<file path="config.mk">
export PLATFORM = sky130hd
export DESIGN_NAME = pb_event_arbiter
export DESIGN_NICKNAME = d
export VERILOG_FILES = /design/src/rtl/pb_event_arbiter.sv
export SDC_FILE = /design/constraint.sdc
export NUM_CORES = 1
export LEC_CHECK = 0
export CORE_UTILIZATION = 49
export CTS_CLUSTER_DIAMETER = 100
export DETAILED_ROUTE_END_ITERATION = 10
export PLACE_DENSITY = 0.81
export SKIP_LAST_GASP = 1
export SLEW_MARGIN = 20
export SYNTH_ARGS = -nofsm -noshare
export SYNTH_HDL_FRONTEND = slang
export SYNTH_SLANG_ARGS = --single-unit
</file>
<file path="constraint.sdc">
create_clock -name clk -period 3.84 [get_ports clk]
set_input_delay 0.768 -clock clk [delete_from_list [all_inputs] [get_ports clk]]
set_output_delay 0.768 -clock clk [all_outputs]
set_load 0.02 [all_outputs]
</file>
<file path="src/rtl/pb_event_arbiter.sv">
// Round-robin serialiser for debounced pushbutton press pulses.
// Each channel latches one pending press; pending channels are presented one
// at a time on a valid/ready event port. Presses that arrive while the
// channel is still pending are counted in a saturating drop counter.
module pb_event_arbiter #(
  parameter int N_BTN = 4,
  parameter int IDW   = 2,
  parameter int CNTW  = 8
) (
  input  logic             clk,
  input  logic             rst_n,
  input  logic [N_BTN-1:0] pulse_in,
  output logic             evt_valid,
  input  logic             evt_ready,
  output logic [IDW-1:0]   evt_id,
  output logic [N_BTN-1:0] pending,
  output logic [CNTW-1:0]  drop_cnt,
  input  logic             clr_drop
);

  localparam int PCW  = $clog2(N_BTN + 1);
  localparam int SUMW = CNTW + PCW;

  typedef enum logic {
    S_IDLE = 1'b0,
    S_HOLD = 1'b1
  } state_e;

  state_e           state_q;
  logic             evt_valid_q;
  logic [IDW-1:0]   evt_id_q;
  logic [IDW-1:0]   rr_q;
  logic [N_BTN-1:0] pending_q;
  logic [N_BTN-1:0] pending_d;
  logic [CNTW-1:0]  drop_q;
  logic [CNTW-1:0]  drop_d;

  logic [N_BTN-1:0] grant_vec;
  logic [N_BTN-1:0] drop_vec;
  logic             gnt_found;
  logic             gnt_en;
  logic [IDW-1:0]   gnt_idx;
  logic [PCW-1:0]   n_drop;
  logic [SUMW-1:0]  drop_sum;

  // Round-robin pick on registered pending: first set bit above rr, else wrap from 0.
  always_comb begin
    gnt_found = 1'b0;
    gnt_idx   = '0;
    for (int i = 0; i < N_BTN; i++) begin
      if (!gnt_found && pending_q[i] && (i > int'(rr_q))) begin
        gnt_found = 1'b1;
        gnt_idx   = IDW'(i);
      end
    end
    for (int i = 0; i < N_BTN; i++) begin
      if (!gnt_found && pending_q[i] && (i <= int'(rr_q))) begin
        gnt_found = 1'b1;
        gnt_idx   = IDW'(i);
      end
    end
  end

  // A grant may load the output register when it is empty or being consumed.
  assign gnt_en = gnt_found && ((state_q == S_IDLE) || evt_ready);

  // Per-channel latch update: a new press always wins over the grant clear.
  for (genvar gi = 0; gi < N_BTN; gi++) begin : g_ch
    assign grant_vec[gi] = gnt_en && (gnt_idx == IDW'(gi));
    assign drop_vec[gi]  = pulse_in[gi] & pending_q[gi] & ~grant_vec[gi];
    assign pending_d[gi] = pulse_in[gi] | (pending_q[gi] & ~grant_vec[gi]);
  end

  // Saturating drop count; a clear in the same cycle keeps only this cycle's drops.
  always_comb begin
    n_drop = '0;
    for (int i = 0; i < N_BTN; i++) begin
      n_drop = n_drop + PCW'(drop_vec[i]);
    end
    drop_sum = {{PCW{1'b0}}, (clr_drop ? {CNTW{1'b0}} : drop_q)} + {{CNTW{1'b0}}, n_drop};
    if (drop_sum > {{PCW{1'b0}}, {CNTW{1'b1}}}) begin
      drop_d = {CNTW{1'b1}};
    end else begin
      drop_d = drop_sum[CNTW-1:0];
    end
  end

  // Pending latches and drop counter registers.
  always_ff @(posedge clk or negedge rst_n) begin
    if (!rst_n) begin
      pending_q <= '0;
      drop_q    <= '0;
    end else begin
      pending_q <= pending_d;
      drop_q    <= drop_d;
    end
  end

  // Output FSM: IDLE waits for any pending channel, HOLD presents one event until taken.
  always_ff @(posedge clk or negedge rst_n) begin
    if (!rst_n) begin
      state_q     <= S_IDLE;
      evt_valid_q <= 1'b0;
      evt_id_q    <= '0;
      rr_q        <= IDW'(N_BTN - 1);
    end else begin
      case (state_q)
        S_IDLE: begin
          if (gnt_en) begin
            state_q     <= S_HOLD;
            evt_valid_q <= 1'b1;
            evt_id_q    <= gnt_idx;
            rr_q        <= gnt_idx;
          end
        end
        S_HOLD: begin
          if (evt_ready) begin
            if (gnt_en) begin
              evt_id_q <= gnt_idx;
              rr_q     <= gnt_idx;
            end else begin
              state_q     <= S_IDLE;
              evt_valid_q <= 1'b0;
            end
          end
        end
        default: begin
          state_q     <= S_IDLE;
          evt_valid_q <= 1'b0;
        end
      endcase
    end
  end

  assign evt_valid = evt_valid_q;
  assign evt_id    = evt_id_q;
  assign pending   = pending_q;
  assign drop_cnt  = drop_q;

endmodule

</file>
==> run_results.csv <==
group,metric,value,unit
pwr,comb_power_share,0.566,
grt,grt_pass1_wl,3946,um
synth,synth-compound-area-share,0.1481,
grt,antenna_found_initial,0,
clocking,clock-sinks,18,
pwr,clkPwrFrac,0.107,
critical_path,critPathCapture,"drop_cnt[4]$_DFF_PN0_",
synth,synth_xor_area_frac,0.03290,
pwr,p_seq_frac,0.326,
grt,grt_overflow,0,
routing,antenna_left,0,
routing,wl,2183,um
clocking,htree_num_levels,1,
sta,final-setup-viol-count,0,
synth,ys_warn_count,0,
pwr,p_sw,0.4567,mW
pwr,p_int,0.6422,mW
synth,synth.top_cell.area_share,0.3760,
synth,synthMuxAreaShare,0.04935,
synth,yosys_register_bits,18,
routing,drc,0,
routing,route.vias.total,886,
pwr,switching_share,0.4156,
floorplan,die_area,2363,um2
critical_path,required,4060,ps
layout,syn2layout_area_growth,30.20,%
placement,post-dp-hpwl,1589,um
critical_path,slowest_delay,530,ps
placement,dpl.cell_count,155,
status,outcome,"finished clean",
hold_path,min_from,"evt_id[1]$_DFFE_PN0P_",
sta,layout_setup_ws,189.1,ps
routing,drt-vias-per-instance,5.538,
synth,ys.flop_type,"dfrtp_1",
critical_path,reg2reg_slack,310,ps
layout,layout_commonest_cell,"clkdlybuf4s50_1",
placement,dpl_cell_area,1326,um2
layout,nets,146,
sta,finalHoldViolCount,0,
sta,slew_headroom,0.4542,
clocking,clk_pin_slew,100,ps
critical_path,cp-start-kind,"input pin",
routing,wl_per_cell,13.64,um
critical_path,reg2reg_from,"rr_q[1]$_DFFE_PN1P_",
synth,postSynth.asyncResetShare,1.000,
sta,fmax,273.9,MHz
layout,multi_input_area,575.6,um2
routing,first_pass_iters,6,
floorplan,dieWidth,48.62,um
layout,final_cells,160,
placement,dp_slack,-143.1,ps
synth,synth-simple-area-share,0.2268,
floorplan,row_count,16,
synth,ys_top_cells_by_area,"dfrtp_1 (38%), fa_1 (5.6%), dfstp_2 (4.9%)",
sta,drv_slew,0,
sta,fin_crit_sh,0.9508,
pwr,pwr_density_cell,792.7,nW/um2
critical_path,endpoint_kind,"register",
synth,synth_cell_type_count,40,
synth,yosysSeqAreaShare,0.4254,
floorplan,ioPinCount,23,
layout,antenna_cells,0,
critical_path,cp_cell_sequence,"clkdlybuf4s50_1, nor2b_1, nor2_2, a31oi_1, and2_1, fa_1, inv_1, fa_1, inv_1, fa_2, nand3_2, nor3_4, nand4b_1, o21ai_1",
sta,worstMarginPinSlew,816.2,ps
hold_path,hold_class,"reg -> reg",
grt,grt_usage,0.2123,
pwr,power.total,1.099,mW
synth,synth_top_area_cell,"dfrtp_1",
synth,syn-num-nets,116,
critical_path,crit_type,"in -> reg",
run,cap_violations,0,
routing,dr.first_iter.drc_count,9,
synth,synth_cells,104,
critical_path,worstPathArrival,3870,ps
clocking,cts_inserted_buffers,3,
synth,synth_edf_count,0,
grt,grt_max_degree,19,
floorplan,start_util,0.5319,
pwr,irDropWorstVdd,0.5026,mV
placement,port_buffers,22,
placement,finalWeightedCongestion,0.9109,
layout,seq_area,452.9,um2
critical_path,crit-reg2reg-capture,"drop_cnt[4]$_DFF_PN0_",
floorplan,fp.dieH,48.62,um
synth,synth_area,1065,um2
clocking,clk_path_buf_depth,2,
critical_path,reg2reg_depth,13,
synth,synth_top_family_by_area,"simple AND/OR/NAND/NOR gates",
sta,final.min_clock_period,3651,ps
floorplan,core,2002,um2
pwr,leakage,0.5983,nW
sta,skew,3.837,ps
layout,drive_above_1_share,0.1654,
layout,mostFrequentLayoutCells,"clkdlybuf4s50_1 (22), dfrtp_1 (16), nand2_1 (11)",
layout,fill_cells,157,
clocking,clock_latency,290,ps
grt,grt_pass1_vias,889,
critical_path,cp_slowest_cell,"fa_1",
clocking,root_buffer,"clkbuf_4",
critical_path,crit_start,"evt_ready",
synth,synth_adder_area_share,0.06816,
layout,stdcell_area,1386,um2
synth,syn_avg_cell_area,10.24,um2
clocking,cts_tree,"done",
critical_path,path_max_fanout,6,
## synth_stat cells, drive strengths merged (2+ instances only)
cell type,n
dfrtp,16
nand2,11
nor2,9
inv,6
nand2b,6
nor2b,5
o21ai,4
a21oi,3
a31oi,3
buf,3
fa,3
mux2i,3
nor3,3
xnor2,3
dfstp,2
mux2,2
or2,2
## routing by layer
metal	routed length (um)	vias to the layer above	track usage
met5	0	-	0
met4	9	0	0.08333
met3	63	2	0.02201
met2	1200	16	0.3727
met1	910	448	0.2671
li1	-	420	-
## registers in the layout, indices dropped and copies added (netlist names)
name       count
evt_id         2
rr_q           2
drop_cnt       8
evt_valid      1
pending        4
state_q        1
## worst min-delay path by stage
stage	end	slack, ps	cells past startpoint
CTS	evt_valid$_DFFE_PN0P_	490	1
finish	evt_id[1]$_DFFE_PN0P_	490	1
global route	evt_valid$_DFFE_PN0P_	510	1
floorplan	evt_valid$_DFFE_PN0P_	430	1
detailed placement	evt_id[1]$_DFFE_PN0P_	470	1
global placement	evt_valid$_DFFE_PN0P_	440	1
## per-stage QoR
step | hold slack (ps) | util | TNS, ps
after detailed placement | 472.6 | 0.6625 | -694.5
final | 489.9 | 0.6925 | 0
after floorplan | 432.6 | - | 0
after CTS | 488.7 | 0.6806 | 0
after global routing | 511.5 | 0.6925 | -70.32
after global placement | 443.6 | 0.6625 | -351.4
## critical path: cells and delay by family
kind / cells / cell delay, ps
adders and majority gates: 3 / 1160
and+or+nand+nor: 6 / 1010
buffers and inverters: 3 / 650
AOI/OAI and AO/OA: 2 / 280
## area by class of cell
type,instances,share of cell area
Clock buffer,4,0.02617
Inverter,6,0.01625
Multi-Input combinational cell,77,0.4152
Sequential cell,18,0.3267
Tap cell,27,0.02437
Timing Repair Buffer,28,0.1913
## kinds of logic after synthesis
| logic type | after synthesis |
|---|---|
| compound gates | 20 |
| xor+xnor | 4 |
| fa+ha+maj | 4 |
| buf+inv | 9 |
| flops | 18 |
| mux | 5 |
| simple gates | 44 |
## power by group through the flow
| stage | registers [mW] | clock network (mW) | logic [mW] |
|---|---|---|---|
| floorplan | 0.381 | 0 | 0.394 |
| global placement | 0.356 | 0 | 0.596 |
| detailed placement | 0.361 | 0 | 0.613 |
| CTS | 0.358 | 0.122 | 0.617 |
| global route | 0.377 | 0.128 | 0.694 |
| finish | 0.358 | 0.118 | 0.622 |
## what timing repair did
action,CTS,global route
setup endpoints to repair,0,6
hold buffers,0,0
buffers inserted,0,1
gates resized for setup,0,5
(Power assumes the default switching activity.)
